**config.mk**
```make
export PLATFORM = sky130hd
export DESIGN_NAME = partition_dispatch_queue_flat
export DESIGN_NICKNAME = d
export VERILOG_FILES = /design/src/rtl/partition_dispatch_queue_if.sv /design/src/rtl/partition_dispatch_queue.sv /design/src/flat_wrapper.sv
export SDC_FILE = /design/constraint.sdc
export NUM_CORES = 1
export LEC_CHECK = 0
export ABC_AREA = 1
export CAP_MARGIN = 20
export CORE_ASPECT_RATIO = 2
export CORE_MARGIN = 1
export CORE_UTILIZATION = 55
export DETAILED_ROUTE_END_ITERATION = 16
export PLACE_DENSITY = 0.84
export SYNTH_ARGS = -nofsm -noshare
export SYNTH_HDL_FRONTEND = slang
export SYNTH_SLANG_ARGS = --single-unit
```
**constraint.sdc**
```tcl
create_clock -name clk -period 7.5 [get_ports clk]
set_input_delay 2.25 -clock clk [delete_from_list [all_inputs] [get_ports clk]]
set_output_delay 2.25 -clock clk [all_outputs]
set_load 0.02 [all_outputs]
```
**src/rtl/partition_dispatch_queue_if.sv**
```systemverilog
// Instruction, core-issue and completion signals of partition_dispatch_queue.
// slave is the dispatch queue's view; master is the surrounding logic's view.
interface partition_dispatch_queue_if #(
  parameter int REGION_WIDTH = 64,
  parameter int STEP_WIDTH   = 32
);
  logic                    in_valid;
  logic                    in_ready;
  logic [7:0]              in_opcode;
  logic [7:0]              in_arg_a;
  logic [7:0]              in_arg_b;
  logic [REGION_WIDTH-1:0] in_region;

  logic [7:0]              core_op;
  logic                    core_op_valid;
  logic [REGION_WIDTH-1:0] core_pnew_region;
  logic [7:0]              core_psplit_module_id;
  logic [REGION_WIDTH-1:0] core_psplit_mask;
  logic [7:0]              core_pmerge_m1;
  logic [7:0]              core_pmerge_m2;
  logic                    core_op_done;
  logic [7:0]              core_result_module_id;

  logic                    cpl_valid;
  logic                    cpl_ready;
  logic [STEP_WIDTH-1:0]   cpl_step;
  logic [7:0]              cpl_opcode;
  logic [7:0]              cpl_result_id;
  logic                    cpl_error;

  modport slave (
    input  in_valid, in_opcode, in_arg_a, in_arg_b, in_region,
    output in_ready,
    output core_op, core_op_valid, core_pnew_region, core_psplit_module_id,
           core_psplit_mask, core_pmerge_m1, core_pmerge_m2,
    input  core_op_done, core_result_module_id,
    output cpl_valid, cpl_step, cpl_opcode, cpl_result_id, cpl_error,
    input  cpl_ready
  );

  modport master (
    output in_valid, in_opcode, in_arg_a, in_arg_b, in_region,
    input  in_ready,
    input  core_op, core_op_valid, core_pnew_region, core_psplit_module_id,
           core_psplit_mask, core_pmerge_m1, core_pmerge_m2,
    output core_op_done, core_result_module_id,
    input  cpl_valid, cpl_step, cpl_opcode, cpl_result_id, cpl_error,
    output cpl_ready
  );
endinterface

```
**src/rtl/partition_dispatch_queue.sv**
```systemverilog
// Instruction FIFO feeding partition_core one op at a time; issue strobe 2 cycles after accept.
// in_ready low while FIFO full; completion held until cpl_ready. PARTITION_DISPATCH_RANGECHECK_EN adds operand checks.
module partition_dispatch_queue #(
  parameter int DEPTH          = 4,
  parameter int REGION_WIDTH   = 64,
  parameter int MAX_MODULES    = 8,
  parameter int TIMEOUT_CYCLES = 64,
  parameter int STEP_WIDTH     = 32
) (
  input  logic                     clk,
  input  logic                     rst,
  partition_dispatch_queue_if.slave bus,
  output logic [$clog2(DEPTH):0]   fifo_count,
  output logic                     busy
);
  localparam int AW = $clog2(DEPTH);
  localparam int CW = AW + 1;
  localparam int TW = $clog2(TIMEOUT_CYCLES + 1);
  localparam logic [7:0] MAX_ID    = 8'(MAX_MODULES);
  localparam logic [7:0] OP_PNEW   = 8'h00;
  localparam logic [7:0] OP_PSPLIT = 8'h01;
  localparam logic [7:0] OP_PMERGE = 8'h02;
`ifdef PARTITION_DISPATCH_RANGECHECK_EN
  localparam bit RANGE_CHECK = 1'b1;
`else
  localparam bit RANGE_CHECK = 1'b0;
`endif

  typedef struct packed {
    logic [7:0]              opcode;
    logic [7:0]              arg_a;
    logic [7:0]              arg_b;
    logic [REGION_WIDTH-1:0] region;
  } instr_t;

  typedef enum logic [1:0] {IDLE, ISSUE, WAIT, COMPLETE} state_t;

  instr_t                mem [DEPTH];
  logic [AW-1:0]         wr_ptr, rd_ptr;
  state_t                state;
  logic [TW-1:0]         tmo;
  logic [STEP_WIDTH-1:0] step;
  logic                  push, pop, range_bad;
  instr_t                head;

  assign head         = mem[rd_ptr];
  assign bus.in_ready = (fifo_count != CW'(DEPTH));
  assign push         = bus.in_valid && bus.in_ready;
  assign pop          = (state == IDLE) && (fifo_count != '0);
  assign bus.cpl_step = step;
  assign busy         = (state != IDLE) || (fifo_count != '0);

  // Operand sanity of the FIFO head; only acted on when range checking is built in.
  always_comb begin
    range_bad = 1'b0;
    case (head.opcode)
      OP_PNEW:   range_bad = (head.region == '0);
      OP_PSPLIT: range_bad = (head.arg_a >= MAX_ID);
      OP_PMERGE: range_bad = (head.arg_a >= MAX_ID) || (head.arg_b >= MAX_ID) ||
                             (head.arg_a == head.arg_b);
      default:   range_bad = 1'b0;
    endcase
  end

  always_ff @(posedge clk) begin
    if (rst) begin
      wr_ptr     <= '0;
      rd_ptr     <= '0;
      fifo_count <= '0;
    end else begin
      if (push) wr_ptr <= wr_ptr + 1'b1;
      if (pop)  rd_ptr <= rd_ptr + 1'b1;
      case ({push, pop})
        2'b10:   fifo_count <= fifo_count + 1'b1;
        2'b01:   fifo_count <= fifo_count - 1'b1;
        default: fifo_count <= fifo_count;
      endcase
    end
  end

  always_ff @(posedge clk) begin
    if (push) mem[wr_ptr] <= {bus.in_opcode, bus.in_arg_a, bus.in_arg_b, bus.in_region};
  end

  always_ff @(posedge clk) begin
    if (rst) begin
      state                     <= IDLE;
      tmo                       <= '0;
      step                      <= '0;
      bus.core_op               <= '0;
      bus.core_op_valid         <= 1'b0;
      bus.core_pnew_region      <= '0;
      bus.core_psplit_module_id <= '0;
      bus.core_psplit_mask      <= '0;
      bus.core_pmerge_m1        <= '0;
      bus.core_pmerge_m2        <= '0;
      bus.cpl_valid             <= 1'b0;
      bus.cpl_opcode            <= '0;
      bus.cpl_result_id         <= '0;
      bus.cpl_error             <= 1'b0;
    end else begin
      case (state)
        IDLE: if (pop) begin
          bus.cpl_opcode <= head.opcode;
          if (head.opcode > OP_PMERGE) begin
            bus.cpl_error     <= 1'b1;
            bus.cpl_result_id <= 8'hFF;
            bus.cpl_valid     <= 1'b1;
            state             <= COMPLETE;
          end else if (RANGE_CHECK && range_bad) begin
            bus.cpl_error     <= 1'b1;
            bus.cpl_result_id <= 8'hFD;
            bus.cpl_valid     <= 1'b1;
            state             <= COMPLETE;
          end else begin
            // Only the operands of the issued opcode move; the rest keep their last values.
            bus.core_op       <= head.opcode;
            bus.core_op_valid <= 1'b1;
            case (head.opcode)
              OP_PNEW:   bus.core_pnew_region <= head.region;
              OP_PSPLIT: begin
                bus.core_psplit_module_id <= head.arg_a;
                bus.core_psplit_mask      <= head.region;
              end
              default: begin
                bus.core_pmerge_m1 <= head.arg_a;
                bus.core_pmerge_m2 <= head.arg_b;
              end
            endcase
            state <= ISSUE;
          end
        end
        ISSUE: begin
          bus.core_op_valid <= 1'b0;
          tmo               <= '0;
          state             <= WAIT;
        end
        WAIT: begin
          if (bus.core_op_done) begin
            bus.cpl_result_id <= bus.core_result_module_id;
            bus.cpl_error     <= 1'b0;
            bus.cpl_valid     <= 1'b1;
            state             <= COMPLETE;
          end else if (tmo == TW'(TIMEOUT_CYCLES - 1)) begin
            bus.cpl_result_id <= 8'hFE;
            bus.cpl_error     <= 1'b1;
            bus.cpl_valid     <= 1'b1;
            state             <= COMPLETE;
          end else begin
            tmo <= tmo + 1'b1;
          end
        end
        COMPLETE: if (bus.cpl_ready) begin
          bus.cpl_valid <= 1'b0;
          step          <= step + 1'b1;
          state         <= IDLE;
        end
        default: state <= IDLE;
      endcase
    end
  end
endmodule

```
**src/flat_wrapper.sv**
```systemverilog
// flat-port wrapper written by rule: the top's interface ports become plain ports
module partition_dispatch_queue_flat 
#(
  parameter int DEPTH          = 4,
  parameter int REGION_WIDTH   = 64,
  parameter int MAX_MODULES    = 8,
  parameter int TIMEOUT_CYCLES = 64,
  parameter int STEP_WIDTH     = 32
)
  (clk, rst, fifo_count, busy, bus_in_valid, bus_in_opcode, bus_in_arg_a, bus_in_arg_b, bus_in_region, bus_in_ready, bus_core_op, bus_core_op_valid, bus_core_pnew_region, bus_core_psplit_module_id, bus_core_psplit_mask, bus_core_pmerge_m1, bus_core_pmerge_m2, bus_core_op_done, bus_core_result_module_id, bus_cpl_valid, bus_cpl_step, bus_cpl_opcode, bus_cpl_result_id, bus_cpl_error, bus_cpl_ready);
  partition_dispatch_queue_if #(.REGION_WIDTH(REGION_WIDTH), .STEP_WIDTH(STEP_WIDTH)) bus_i ();
  input  logic clk;
  input  logic rst;
  output logic [$clog2(DEPTH):0] fifo_count;
  output logic busy;
  input wire logic [$bits(bus_i.in_valid)-1:0] bus_in_valid;
  input wire logic [$bits(bus_i.in_opcode)-1:0] bus_in_opcode;
  input wire logic [$bits(bus_i.in_arg_a)-1:0] bus_in_arg_a;
  input wire logic [$bits(bus_i.in_arg_b)-1:0] bus_in_arg_b;
  input wire logic [$bits(bus_i.in_region)-1:0] bus_in_region;
  output wire logic [$bits(bus_i.in_ready)-1:0] bus_in_ready;
  output wire logic [$bits(bus_i.core_op)-1:0] bus_core_op;
  output wire logic [$bits(bus_i.core_op_valid)-1:0] bus_core_op_valid;
  output wire logic [$bits(bus_i.core_pnew_region)-1:0] bus_core_pnew_region;
  output wire logic [$bits(bus_i.core_psplit_module_id)-1:0] bus_core_psplit_module_id;
  output wire logic [$bits(bus_i.core_psplit_mask)-1:0] bus_core_psplit_mask;
  output wire logic [$bits(bus_i.core_pmerge_m1)-1:0] bus_core_pmerge_m1;
  output wire logic [$bits(bus_i.core_pmerge_m2)-1:0] bus_core_pmerge_m2;
  input wire logic [$bits(bus_i.core_op_done)-1:0] bus_core_op_done;
  input wire logic [$bits(bus_i.core_result_module_id)-1:0] bus_core_result_module_id;
  output wire logic [$bits(bus_i.cpl_valid)-1:0] bus_cpl_valid;
  output wire logic [$bits(bus_i.cpl_step)-1:0] bus_cpl_step;
  output wire logic [$bits(bus_i.cpl_opcode)-1:0] bus_cpl_opcode;
  output wire logic [$bits(bus_i.cpl_result_id)-1:0] bus_cpl_result_id;
  output wire logic [$bits(bus_i.cpl_error)-1:0] bus_cpl_error;
  input wire logic [$bits(bus_i.cpl_ready)-1:0] bus_cpl_ready;
  assign bus_i.in_valid = bus_in_valid;
  assign bus_i.in_opcode = bus_in_opcode;
  assign bus_i.in_arg_a = bus_in_arg_a;
  assign bus_i.in_arg_b = bus_in_arg_b;
  assign bus_i.in_region = bus_in_region;
  assign bus_in_ready = bus_i.in_ready;
  assign bus_core_op = bus_i.core_op;
  assign bus_core_op_valid = bus_i.core_op_valid;
  assign bus_core_pnew_region = bus_i.core_pnew_region;
  assign bus_core_psplit_module_id = bus_i.core_psplit_module_id;
  assign bus_core_psplit_mask = bus_i.core_psplit_mask;
  assign bus_core_pmerge_m1 = bus_i.core_pmerge_m1;
  assign bus_core_pmerge_m2 = bus_i.core_pmerge_m2;
  assign bus_i.core_op_done = bus_core_op_done;
  assign bus_i.core_result_module_id = bus_core_result_module_id;
  assign bus_cpl_valid = bus_i.cpl_valid;
  assign bus_cpl_step = bus_i.cpl_step;
  assign bus_cpl_opcode = bus_i.cpl_opcode;
  assign bus_cpl_result_id = bus_i.cpl_result_id;
  assign bus_cpl_error = bus_i.cpl_error;
  assign bus_i.cpl_ready = bus_cpl_ready;
  partition_dispatch_queue #(.DEPTH(DEPTH), .REGION_WIDTH(REGION_WIDTH), .MAX_MODULES(MAX_MODULES), .TIMEOUT_CYCLES(TIMEOUT_CYCLES), .STEP_WIDTH(STEP_WIDTH)) u_core (.clk(clk), .rst(rst), .bus(bus_i), .fifo_count(fifo_count), .busy(busy));
endmodule
```
---- After elaboration in Yosys (flattened, before gate mapping) ----
Memory sizes are Yosys's and may differ from the RTL's. A register that Yosys moved wholly into a read port is not among the register bits.
Cells that the tools add are included.
cells by class
  $lt $le $gt $ge ......................... 1
  $add $sub $neg .......................... 6
  reductions and logical operators ........ 24
  equal/unequal tests ..................... 15
  div/mod/pow operators ................... 0
  multiply operators ...................... 0
  mux-type cells .......................... 30
  shift-type cells ........................ 0
  bitwise gates (word level) .............. 2
operators by type and width
  operator                 count
  $add A32 B1 Y32 const B  1
  $mux W8                  4
  $pmux W8 S2              1
  $reduce_and A4 Y1        4
  $mux W2                  7
  $mux W7                  2
  $pmux W7 S2              1
  $reduce_and A3 Y1        4
  $mux W1                  10
  $ne A2 B2 Y1 const B     5
  $reduce_bool A2 Y1       5
  $eq A8 B1 Y1 const B     1
  $gt A8 B2 Y1 const B     1
  $logic_not A8 Y1         1
  $pmux W2 S4              1
  $add A7 B1 Y7 const B    1
  $eq A7 B6 Y1 const B     1
  $eq A2 B2 Y1 const B     3
  $pmux W3 S2              1
  $reduce_bool A3 Y1       2
  $reduce_and A5 Y1        1
  $add A2 B1 Y2 const B    2
  $eq A2 B1 Y1 const B     2
  $pmux W1 S2              2
  other kinds (12)         15
storage, ports and cells
  register bits ........................... 227
  memories kept ........................... 1
  bits in writable memories ............... 352
  bits in latches ......................... 0
  memory bits (read-only) ................. 0
memory list
  memory      words  bits a word  rd ports  clocked after memory_dff  wr ports  line                            RTL
  u_core.mem  4      88           1         1                         1         partition_dispatch_queue.sv:38  instr_t mem [DEPTH];

---- Longest topological paths before layout ----
Gate-level depths: netlist (run 1).
  depth in word-level cells ............... 4
  gate-level depth with buffers ........... 13

---- Worst setup path before layout (run 1) ----
No wires, ideal clock.
  kind .................................... input to register
  from .................................... input bus_in_valid
  to ...................................... memory u_core.mem[0][0] in the netlist's numbering, enable pin
  cell stages on the path ................. 2
  arrival ................................. 6.100 ns
  library setup time ...................... 0.536 ns
  setup slack ............................. 0.864 ns
  required time ........................... 6.964 ns
  path through ............................ nand2_1 nor2_1
between the ends
  word-level cells in the longest chain between the ends .. 3
ends and longest elaborated chain
  item                           line                            RTL
  from (decl)                    flat_wrapper.sv:16              input wire logic [$bits(bus_i.in_valid)-1:0] bus_in_valid;
  $logic_and A1 B1 Y1            partition_dispatch_queue.sv:48  assign push = bus.in_valid && bus.in_ready;
  $mux W1                        partition_dispatch_queue.sv:82  if (push) mem[wr_ptr] <= {bus.in_opcode, bus.in_arg_a, bus.in_arg_b, bus.in_region};
  $mux W1 (not written as such)  partition_dispatch_queue.sv:82
  to (decl)                      partition_dispatch_queue.sv:38
Every way passes these cells.

==> results of run 1 <==
==> area by class of cell <==
class | count | share of cell area
Tap cell | 535 | 0.0239
Inverter | 191 | 0.0261
Sequential cell | 581 | 0.542
Clock inverter | 35 | 0.0116
Clock buffer | 53 | 0.0444
Multi-Input combinational cell | 1399 | 0.231
Antenna cell | 13 | 0.00116
Timing Repair Buffer | 338 | 0.120
==> per-stage QoR <==
stage	hold slack [ns]	area (um^2)
after global routing	0.465	28000
after floorplan	0.436	22800
final	0.442	28000
after global placement	0.425	26300
after detailed placement	0.431	26300
after CTS	0.443	27900
==> kinds of logic after synthesis <==
kind of cell	after synthesis	synth area share
adder cells (fa/ha/maj)	13	0.00747
XOR/XNOR	6	0.00231
flip-flops	581	0.665
AO/OA/AOI/OAI	386	0.0932
AND/OR/NAND/NOR	994	0.178
buffers and inverters	313	0.0535
==> flip-flops by register name, summed over array words and instances, names as in the netlist, 8 cells and up, named ones only <==
signal and cells:
u_core.mem 352, u_core.bus.core_pnew_region 64, u_core.bus.core_psplit_mask 64, u_core.bus.cpl_step 32, u_core.bus.core_op 8, u_core.bus.core_pmerge_m1 8, u_core.bus.core_pmerge_m2 8, u_core.bus.core_psplit_module_id 8
u_core.bus.cpl_opcode 8, u_core.bus.cpl_result_id 8
==> report_power, final <==
part	internal, mW	switching [mW]
Sequential	3.69	0.144
Clock	1.32	1.17
Combinational	0.544	1.28
Total	5.55	2.60
==> tightest hold or removal path: stages, from the launching register on <==
cell     delay [ns]
dfxtp_1        0.31
nand2_1        0.06
nor2_1         0.03
==> per-layer routing <==
metal | vias to the layer above | share of wire | global-route usage
li1 | 8200 | - | -
met5 | - | 0.00044 | 0
met3 | 157 | 0.067 | 0.0440
met1 | 8291 | 0.35 | 0.292
met4 | 4 | 0.049 | 0.165
met2 | 690 | 0.53 | 0.509
==> path summary, 6_finish.rpt <==
kind                                                  endpoint  cells after the start                               start
setup / recovery  u_core.bus.core_psplit_mask[57]$_SDFFE_PP0P_                     12                           flip-flop
hold / removal              u_core.bus.core_op[3]$_SDFFE_PP0P_                      2  u_core.bus.core_op[3]$_SDFFE_PP0P_
setup reg to reg  u_core.bus.core_psplit_mask[57]$_SDFFE_PP0P_                     12                           flip-flop
hold reg to reg             u_core.bus.core_op[3]$_SDFFE_PP0P_                      2  u_core.bus.core_op[3]$_SDFFE_PP0P_
==> placed cells by master, fill, tap and decap left out, drive strengths merged, types with 2 or more instances in the layout <==
cell           synthesis  routed
edfxtp               352     352
xor2                   5       5
nor3                  20      20
nand3                 51      51
clkinvlp               0       9
clkinv                 1      15
nand3b                 6       6
buf                   44      23
or2                    7       7
o22ai                 61      61
bufinv                 0       3
a32o                  19      19
o21ai                186     186
clkbuf                78      53
clkdlybuf4s50          0     315
nor2                 379     379
dfxtp                229     229
and2                  20      20
inv                  190     199
nand4                 36      36
ha                    12      12
diode                  0      13
o21a                   2       2
a21oi                114     114
nand2                471     471
==> summary.txt, run 1 <==
Outcome
  – Outcome: complete, no violations

Clock tree
  – H-tree depth: 2
  – CTS tree: done
  – CTS sink cnt: 581
  – Post_cts resized: 0
  – Hold_buf cts: 0
  – Worst skew pair latency: 0.58 ns
  – Clock Path Buffers: 3
  – Root Buffer: clkbuf_16
  – CTS buffer count: 47
  – Clock slew at reported path FFs: 0.07 ns
  – Post-CTS Setup Bufs: 0

Critical path
  – Reg2reg setup slack: 2.59 ns
  – CP Data Required Time: 8.00 ns
  – Family with the most delay on the worst path: simple AND/OR/NAND/NOR gates
  – Type of the worst setup path: flip-flop to flip-flop
  – Worst Setup End Kind: flip-flop
  – Crit-path max FO: 94
  – Max stage delay on crit path: 0.73 ns
  – Critical Path AT: 5.41 ns
  – CP Cell Sequence: buf_4 > inv_4 > buf_4 > nand3_1 > nand2_1 > nand2_2 > nor2_4 > nand4_4 > buf_4 > nand2_1 > nand2_1 > nor2_1
  – Worst path buffer plus inverter count: 4
  – CP max-delay cell: buf_4
  – Setup crit start kind: flip-flop

Yosys
  – Top-area cell type share of the netlist area: 0.464
  – Synth warnings: 0
  – Top post-synthesis cells by area: edfxtp_1 (46%), dfxtp_1 (20%), nand2_1 (7.7%), nor2_1 (6.2%), o21ai_0 (3.4%)
  – Async SR Flop Fraction: 0
  – Unique masters post-synth: 41
  – Register bit total from synthesis: 581
  – Mapped Area: 22,800 um^2
  – Ys flop type: edfxtp_1
  – EDFF count, synth: 352
  – Syn Area/Cell: 9.93 um^2
  – Synth area leader: edfxtp_1
  – Cells after Synth: 2,293
  – Post-synthesis sequential area ratio: 0.665
  – Synth cell count leaders: nand2_1 (470), nor2_1 (375), edfxtp_1 (352)
  – Most instantiated library cell after synthesis: nand2_1
  – Syn nets: 2,407

Cells and area
  – P&R area growth vs syn: 22.7%
  – Multi-input gate area: 6450 um^2
  – # fillers: 2,964
  – Nets: 2,672
  – Storage element area: 15,200 um^2
  – Share of layout cells above drive strength 1: 0.0520
  – Fin cells: 3,145
  – Final core utilization: 0.684

Die
  – Boundary pin count: 317
  – DIE AREA: 42,300 um^2
  – Initial core utilization: 0.557
  – Die width: 146 um
  – Die Y: 290 um
  – CORE AREA: 40,900 um^2
  – # rows: 105

Timing
  – Total Neg Setup Slack: 0 ns
  – Minimum clock period: 4.91 ns
  – Worst Tran Pin Value: 1.04 ns
  – Final Hold Viols: 0
  – Setup Skew: 0.0282 ns
  – Setup-failing EPs final: 0
  – Fin crit share: 0.655
  – Setup ws final: 2.59 ns
  – Final max-slew violation count: 0
  – Slew Limit Headroom: 0.307
  – FMAX: 0.204 GHz
  – RSZ-0062 raised after global routing: false

Drt
  – Pre-Repair DR Iteration Count: 5
  – Final ANT Viol Nets: 0
  – DR vias: 17.3k
  – DR WL/cell: 18.9 um
  – Vias per inst: 5.51
  – Post-route DRC: 0
  – Final WL: 59,400 um
  – Number of DRC markers in iteration 0: 1,280

Hold path
  – Hold WC Path Type: flip-flop to flip-flop

Global route
  – Pin count of the biggest net entering global routing: 103
  – Number of global-route vias before repair: 17.2k
  – First-pass GRT wire length: 89,600 um
  – GRT Residual Overflow: 0
  – Initial antenna violation count: 15
  – Total track usage: 0.274

Place
  – Cells after DPL: 3,043
  – Input/output buffers: 316
  – Hpwl dp: 37,400 um
  – RD Place Congestion: 0.998
  – Pre-CTS setup slack: 2.61 ns

Pwr
  – Peak VDD IR: 0.200 mV
  – Pwr Density: 292 nW/um^2
  – Tot Pwr: 8.15 mW
  – Leakage: 10.3 nW

Flow run
  – Maxcap violations: 0
No activity file was read; power rests on OpenSTA's default activity.
==> run 2, diff against run 1 <==
Clock period 7.5 ns to 4.7 ns, I/O delays scaled along.
==> run 2 against run 1 <==
Net effect: combinational power rose by 63%; final area rose by 0.72%; first-iteration DRC count rose by 0.78%; clock power rose by 70%; core utilization rose by 0.49 points; die area did not move; critical path depth did not move; clock skew rose by 0.0020 ns; fmax rose by 26%; clock-buffer cell count rose by 13; global-route usage rose by 0.68 points; sequential share of layout area fell by 0.39 points; critical path type unchanged; largest cell class unchanged.
==> summary.txt, run 2 (same netlist as run 1, synthesis figures left out) <==
Pwr
  – Combinational power share: 0.224
  – Pwr Density: 472 nW/um^2
  – Seq pwr share: 0.458
  – Leakage: 10.4 nW
  – Switching power: 4.12 mW
  – Peak VDD IR: 0.303 mV
  – Power share of the clock group: 0.318
  – Tot Pwr: 13.3 mW
  – Net Sw Frac: 0.310
  – Internal power: 9.17 mW

Drt
  – Vias per inst: 5.55
  – Post-route DRC: 0
  – DR WL/cell: 19.0 um
  – Number of DRC markers in iteration 0: 1,290
  – Final ANT Viol Nets: 0
  – Final WL: 60,000 um
  – DR vias: 17.5k
  – Pre-Repair DR Iteration Count: 5

Timing
  – Worst Tran Pin Value: 0.950 ns
  – FMAX: 0.257 GHz
  – Setup Skew: 0.0302 ns
  – Minimum clock period: 3.88 ns
  – Setup-failing EPs final: 0
  – Slew Limit Headroom: 0.365
  – RSZ-0062 raised after global routing: false
  – Final Hold Viols: 0
  – Fin Hold WS: 0.441 ns
  – Final max-slew violation count: 0
  – Fin crit share: 0.827
  – Setup ws final: 0.815 ns

Critical path
  – Family with the most delay on the worst path: simple AND/OR/NAND/NOR gates
  – Cell mode on critical path: nand2_1
  – Critical path depth in cells: 12
  – CP Data Required Time: 5.21 ns
  – CP max-delay cell: nand4_4
  – Worst path buffer plus inverter count: 3
  – Critical Path AT: 4.39 ns
  – CP Cell Sequence: inv_6 > nand2_1 > nand3_1 > nand2_1 > nand2_2 > nor2_4 > buf_4 > nand4_4 > buf_4 > nand2_1 > nand2_1 > nor2_1
  – Crit-path max FO: 101
  – Type of the worst setup path: flip-flop to flip-flop
  – Max stage delay on crit path: 0.81 ns
  – Reg2reg path depth: 12
  – Setup crit start kind: flip-flop
  – Worst Setup End Kind: flip-flop

Hold path
  – Hold WC Path Type: flip-flop to flip-flop
  – Hold path cells: 2

Clock tree
  – Post-CTS Setup Bufs: 0
  – Clock Path Buffers: 3
  – CTS sink cnt: 581
  – Clock slew at reported path FFs: 0.07 ns
  – H-tree depth: 2
  – Hold_buf cts: 0
  – Post_cts resized: 0
  – CTS buffer count: 48
  – CTS tree: done
  – Worst skew pair latency: 0.58 ns
  – Root Buffer: clkbuf_16

Cells and area
  – Share of layout cells above drive strength 1: 0.0530
  – Max reg flops: 352
  – Biggest regs: u_core.mem: 352 flops, u_core.bus.core_pnew_region: 64 flops, u_core.bus.core_psplit_mask: 64 flops
  – Most frequent cells in the layout: nand2_1 (470), nor2_1 (371), edfxtp_1 (352), clkdlybuf4s50_1 (315), dfxtp_1 (227)
  – Most flop-heavy register: u_core.mem
  – Nets: 2,678
  – Final design instance area without fill: 28,200 um^2
  – Fin cells: 3,151
  – Commonest non-fill, non-tap cell in the layout: nand2_1
  – P&R area growth vs syn: 23.6%

Place
  – RD Place Congestion: 0.998
  – Area after DPL: 26,400 um^2
  – Input/output buffers: 316
  – Cells after DPL: 3,049
  – Pre-CTS setup slack: 0.915 ns
  – Hpwl dp: 38,300 um

Global route
  – Pin count of the biggest net entering global routing: 110
  – Total track usage: 0.281
  – Initial antenna violation count: 14
  – First-pass GRT wire length: 91,600 um
  – GRT Residual Overflow: 0
  – Number of global-route vias before repair: 17.6k

Flow run
  – Maxcap violations: 0

Die
  – Die width: 146 um
  – Boundary pin count: 317
  – Die Y: 290 um
  – DIE AREA: 42,300 um^2
  – CORE AREA: 40,900 um^2
  – # rows: 105
  – Initial core utilization: 0.557

Outcome
  – Outcome: complete, no violations
run 2: stage by stage:
step,setup TNS [ns],util
after floorplan,-385.71,-
after global placement,0,0.647
after detailed placement,0,0.647
after CTS,0,0.688
after global routing,0,0.689
final,0,0.689
run 2: worst paths after layout:
kind	end	slack, ns	startpoint
max	u_core.bus.core_psplit_module_id[5]$_SDFFE_PP0P_	0.82	flip-flop
min	u_core.bus.core_op[5]$_SDFFE_PP0P_	0.44	u_core.bus.core_op[5]$_SDFFE_PP0P_
max reg2reg	u_core.bus.core_psplit_module_id[5]$_SDFFE_PP0P_	0.82	flip-flop
min reg2reg	u_core.bus.core_op[5]$_SDFFE_PP0P_	0.44	u_core.bus.core_op[5]$_SDFFE_PP0P_
run 2: layer usage:
metal / vias to the layer above / part of all wire / track usage / wire [um]
met4: 4 / 0.058 / 0.193 / 3490
met3: 186 / 0.066 / 0.0458 / 3970
met5: - / 0.00052 / 0 / 31
met2: 742 / 0.53 / 0.516 / 31800
met1: 8340 / 0.35 / 0.294 / 20700
li1: 8224 / - / - / -
run 2: worst reg2reg max path, stage by stage, from the launching register on:
cell	delay, ns
dfxtp_4	0.73
inv_6	0.42
nand2_1	0.20
nand3_1	0.08
nand2_1	0.15
nand2_2	0.11
nor2_4	0.09
buf_4	0.35
nand4_4	0.82
buf_4	0.57
nand2_1	0.12
nand2_1	0.06
nor2_1	0.13
run 2: area by class of cell:
| type | instances | area [um^2] |
|---|---|---|
| Tap cell | 535 | 669 |
| Clock inverter | 24 | 274 |
| Clock buffer | 66 | 1410 |
| Fill cell | 2916 | 12700 |
| Sequential cell | 581 | 15200 |
| Multi-Input combinational cell | 1399 | 6450 |
| Timing Repair Buffer | 343 | 3420 |
| Antenna cell | 12 | 30.0 |
| Inverter | 191 | 729 |
run 2: power groups by stage:
stage               clock network (mW)  logic, mW  registers [mW]
floorplan                            0       1.80            6.27
global placement                     0       2.83            6.17
detailed placement                   0       2.95            6.19
CTS                               4.26       2.97            6.08
global route                      4.46       3.26            6.13
finish                            4.23       2.98            6.09
==> run 3, diff against run 2 <==
Settings changed: CORE_UTILIZATION 55 to 49, PLACE_DENSITY 0.84 to 0.8.
Clock period 4.7 ns to 3.5 ns, I/O delays scaled along.
==> run 3 against run 2 <==
Net effect: clock power rose by 32%; flip-flop and latch count did not move; worst setup slack got worse by 0.56 ns; clock skew rose by 0.010 ns; critical path type is now flip-flop to primary output; largest power group unchanged.
==> summary.txt, run 3 (same netlist as run 1, synthesis figures left out) <==
Clock tree
  – Root Buffer: clkbuf_16
  – CTS tree: done
  – Clock Path Buffers: 3
  – CTS buffer count: 49
  – Hold_buf cts: 0
  – CTS sink cnt: 581
  – Clock slew at reported path FFs: 0.07 ns
  – Worst skew pair latency: 0.60 ns
  – H-tree depth: 2
  – Post_cts resized: 0
  – Post-CTS Setup Bufs: 0

Timing
  – Final Hold Viols: 0
  – Fin crit share: 0.928
  – Minimum clock period: 3.25 ns
  – Slew Limit Headroom: 0.457
  – Final max-slew violation count: 0
  – Setup-failing EPs final: 0
  – FMAX: 0.308 GHz
  – Fin Hold WS: 0.440 ns
  – Worst Tran Pin Value: 0.814 ns
  – RSZ-0062 raised after global routing: false
  – Setup Skew: 0.0406 ns

Cells and area
  – P&R area growth vs syn: 24.0%
  – Nets: 2,685
  – Commonest non-fill, non-tap cell in the layout: nand2_1
  – # fillers: 3,656
  – Fin cells: 3,192
  – Most frequent cells in the layout: nand2_1 (470), nor2_1 (371), edfxtp_1 (352), clkdlybuf4s50_1 (315), dfxtp_1 (227)
  – Final design instance area without fill: 28,200 um^2
  – Most flop-heavy register: u_core.mem
  – Final core utilization: 0.616
  – Max reg flops: 352
  – Share of layout cells above drive strength 1: 0.0548
  – Biggest regs: u_core.mem: 352 flops, u_core.bus.core_pnew_region: 64 flops, u_core.bus.core_psplit_mask: 64 flops

Place
  – Input/output buffers: 316
  – Cells after DPL: 3,085
  – Area after DPL: 26,500 um^2
  – Hpwl dp: 39,300 um
  – RD Place Congestion: 0.961

Flow run
  – Maxcap violations: 0

Die
  – CORE AREA: 45,800 um^2
  – Die width: 154 um
  – # rows: 111
  – Die Y: 307 um
  – Initial core utilization: 0.497
  – Boundary pin count: 317
  – DIE AREA: 47,400 um^2

Critical path
  – Crit-path max FO: 5
  – Critical Path AT: 2.20 ns
  – Reg2reg setup slack: 0.49 ns
  – Type of the worst setup path: flip-flop to primary output
  – CP Data Required Time: 2.45 ns
  – Setup crit start kind: flip-flop
  – Reg2reg path depth: 9
  – Worst r2r dst: u_core.bus.core_pnew_region[15]$_SDFFE_PP0P_
  – Worst Setup End Kind: primary output

Pwr
  – Net Sw Frac: 0.315
  – Peak VDD IR: 0.424 mV
  – Switching power: 5.59 mW
  – Leakage: 10.4 nW
  – Pwr Density: 629 nW/um^2
  – Internal power: 12.2 mW
  – Seq pwr share: 0.458
  – Tot Pwr: 17.8 mW
  – Combinational power share: 0.227
  – Power share of the clock group: 0.315

Drt
  – Vias per inst: 5.45
  – DR vias: 17.4k
  – Final WL: 60,700 um
  – Post-route DRC: 0
  – Pre-Repair DR Iteration Count: 5
  – DR WL/cell: 19.0 um
  – Number of DRC markers in iteration 0: 1,411
  – Final ANT Viol Nets: 0

Hold path
  – HP Start: u_core.bus.core_op[3]$_SDFFE_PP0P_
  – Hold WC Path Type: flip-flop to flip-flop
  – Hold path cells: 2
  – Hold EP: u_core.bus.core_op[3]$_SDFFE_PP0P_

Global route
  – First-pass GRT wire length: 92,200 um
  – Number of global-route vias before repair: 17.2k
  – Total track usage: 0.254
  – Grt met2 use: 0.476
  – Initial antenna violation count: 17
  – GRT Residual Overflow: 0
  – GR Util met1: 0.268
  – Pin count of the biggest net entering global routing: 81
  – Met3 usage: 0.0352
  – Grt peak-use layer: met2

Outcome
  – Outcome: complete, no violations
[run 3: final cells by class]
| cell class | instances | area (um^2) | share of cell area |
|---|---|---|---|
| multi-input combinational | 1399 | 6450 | 0.228 |
| sequential | 581 | 15200 | 0.537 |
| inverter | 191 | 729 | 0.0258 |
| timing repair buffer | 349 | 3490 | 0.124 |
| clock inverter | 33 | 328 | 0.0116 |
| tap | 565 | 707 | 0.0250 |
| clock buffer | 58 | 1330 | 0.0472 |
| antenna | 16 | 40.0 | 0.00142 |
[run 3: power by group through the flow]
stage | clock network, mW | logic (mW) | registers, mW
floorplan | 0 | 2.42 | 8.39
global placement | 0 | 3.89 | 8.24
detailed placement | 0 | 4.02 | 8.28
CTS | 5.68 | 4.05 | 8.13
global route | 5.93 | 4.44 | 8.18
finish | 5.59 | 4.04 | 8.13
[run 3: per-layer routing]
metal	vias to the layer above	wire length [um]
met3	148	3750
met5	-	13
met2	706	32400
met1	8306	21500
li1	8230	-
met4	2	3000
[run 3: worst max-delay path, cell delays in order, from the launching register on]
cell             delay [ns]
dfxtp_1                0.39
inv_1                  0.11
ha_1                   0.30
nand4_1                0.19
clkdlybuf4s50_1        0.64
[run 3: worst max-delay path by stage]
stage / start / end
after global routing: u_core.state[0]$_SDFFE_PP0P_ / busy
after floorplan: bus_in_valid / u_core.mem[0][0]$_DFFE_PP_
after detailed placement: bus_in_valid / u_core.fifo_count[2]$_SDFFE_PP0P_
after CTS: u_core.state[0]$_SDFFE_PP0P_ / busy
after global placement: bus_in_valid / u_core.fifo_count[2]$_SDFFE_PP0P_
final: u_core.state[0]$_SDFFE_PP0P_ / busy
[run 3: per-stage QoR]
| step | TNS, ns | setup slack [ns] |
|---|---|---|
| 5_1_grt | 0 | 0.153 |
| 6_report | 0 | 0.253 |
| 3_5_place_dp | 0 | 0.372 |
| 3_3_place_gp | 0 | 0.331 |
| 4_1_cts | 0 | 0.242 |
| 2_1_floorplan | -173.61 | -0.493 |
==> RTL change (settings of run 1) <==
`DEPTH` is set to 4 in 2 places; all go to 2.
--- a/src/rtl/partition_dispatch_queue.sv
+++ b/src/rtl/partition_dispatch_queue.sv
@@ -1,7 +1,7 @@
 // Instruction FIFO feeding partition_core one op at a time; issue strobe 2 cycles after accept.
 // in_ready low while FIFO full; completion held until cpl_ready. PARTITION_DISPATCH_RANGECHECK_EN adds operand checks.
 module partition_dispatch_queue #(
-  parameter int DEPTH          = 4,
+  parameter int DEPTH          = 2,
   parameter int REGION_WIDTH   = 64,
   parameter int MAX_MODULES    = 8,
   parameter int TIMEOUT_CYCLES = 64,
--- a/src/flat_wrapper.sv
+++ b/src/flat_wrapper.sv
@@ -1,7 +1,7 @@
 // flat-port wrapper written by rule: the top's interface ports become plain ports
 module partition_dispatch_queue_flat 
 #(
-  parameter int DEPTH          = 4,
+  parameter int DEPTH          = 2,
   parameter int REGION_WIDTH   = 64,
   parameter int MAX_MODULES    = 8,
   parameter int TIMEOUT_CYCLES = 64,
Ports: changed (resized fifo_count); port bits go from 317 to 316. The function was not compared with the original's and may differ.
==> RTL change against run 1 <==
Non-clock buffer count down 13. Final area down 29%. Sequential share of layout area down 4.7 points. Combinational power down 36%. Area after synthesis down 32%. Power down 32%. Die area down 32%. Sequential cell count down 180. Via count down 31%. Worst setup slack better by 260 ps. Routed wire length down 34%.
==> RTL change: results <==
export IMPL_commonest_cells_in_the_netlist="373 x sky130_fd_sc_hd__nand2_1, 225 x sky130_fd_sc_hd__dfxtp_1, 201 x sky130_fd_sc_hd__inv_1"
export IMPL_synth_cells=1605
export IMPL_drive_gt1_share_pct=5.91
export IMPL_result_of_the_run="finished clean"
export IMPL_cpLargestDelayFamily="buffers and inverters"
export IMPL_synth_compound_gate_area_share_pct=12.3
export IMPL_area_share_sequential_pct=49.5
export IMPL_antenna_cells_inserted=7
export IMPL_tritoncts_num_buffers=34
export IMPL_critical_path_peak_fanout=5
export IMPL_timing_critical_path_arrival_ps=2400
export IMPL_clock_sink_count=401
export IMPL_synth_area_leaders="sky130_fd_sc_hd__edfxtp_1 34%, sky130_fd_sc_hd__dfxtp_1 29%, sky130_fd_sc_hd__nand2_1 9.1%, sky130_fd_sc_hd__a21oi_1 6.0%, sky130_fd_sc_hd__inv_1 4.9%"
export IMPL_yosys_most_used_dff="sky130_fd_sc_hd__dfxtp_1"
export IMPL_fin_hold_ws_ps=439
export IMPL_post_synth_mux_area_share_pct=0.0651
export IMPL_synthesized_netlist_net_count=1714
export IMPL_grt_usage_pct=27.2
export IMPL_critPathMaxStageDelay_ps=550
export IMPL_ir_drop_mv=0.261
export IMPL_multi_input_comb_cells=920
export IMPL_clkbuf_count=44
export IMPL_post_synth_edffs=176
export IMPL_grt_max_degree=117
export IMPL_syn2layout_area_growth_pct=28.6
RTL change: layer usage:
| metal | vias up | GRT usage [%] | part of all wire [%] |
|---|---|---|---|
| met5 | - | 0 | 0 |
| met4 | 0 | 17.3 | 6.3 |
| met3 | 115 | 5.07 | 6.2 |
| met2 | 435 | 51.1 | 53 |
| met1 | 5586 | 26.9 | 34 |
| li1 | 5811 | - | - |
RTL change: how the worst max path moves through the flow:
stage	slack [ps]	cells after the start	end
2_1_floorplan	920	2	u_core.mem[1][0]
3_3_place_gp	3060	4	u_core.mem[1][27]
3_5_place_dp	2920	6	u_core.bus.core_psplit_mask[46]
4_1_cts	2820	6	busy
5_1_grt	2700	6	busy
6_report	2850	6	busy
RTL change: power by group through the flow:
stage	Combinational [mW]	Sequential, mW	Clock, mW
2_1_floorplan	0.723	2.70	0
3_3_place_gp	1.12	2.65	0
3_5_place_dp	1.17	2.66	0
4_1_cts	1.18	2.61	1.82
5_1_grt	1.30	2.63	1.89
6_report	1.17	2.61	1.79
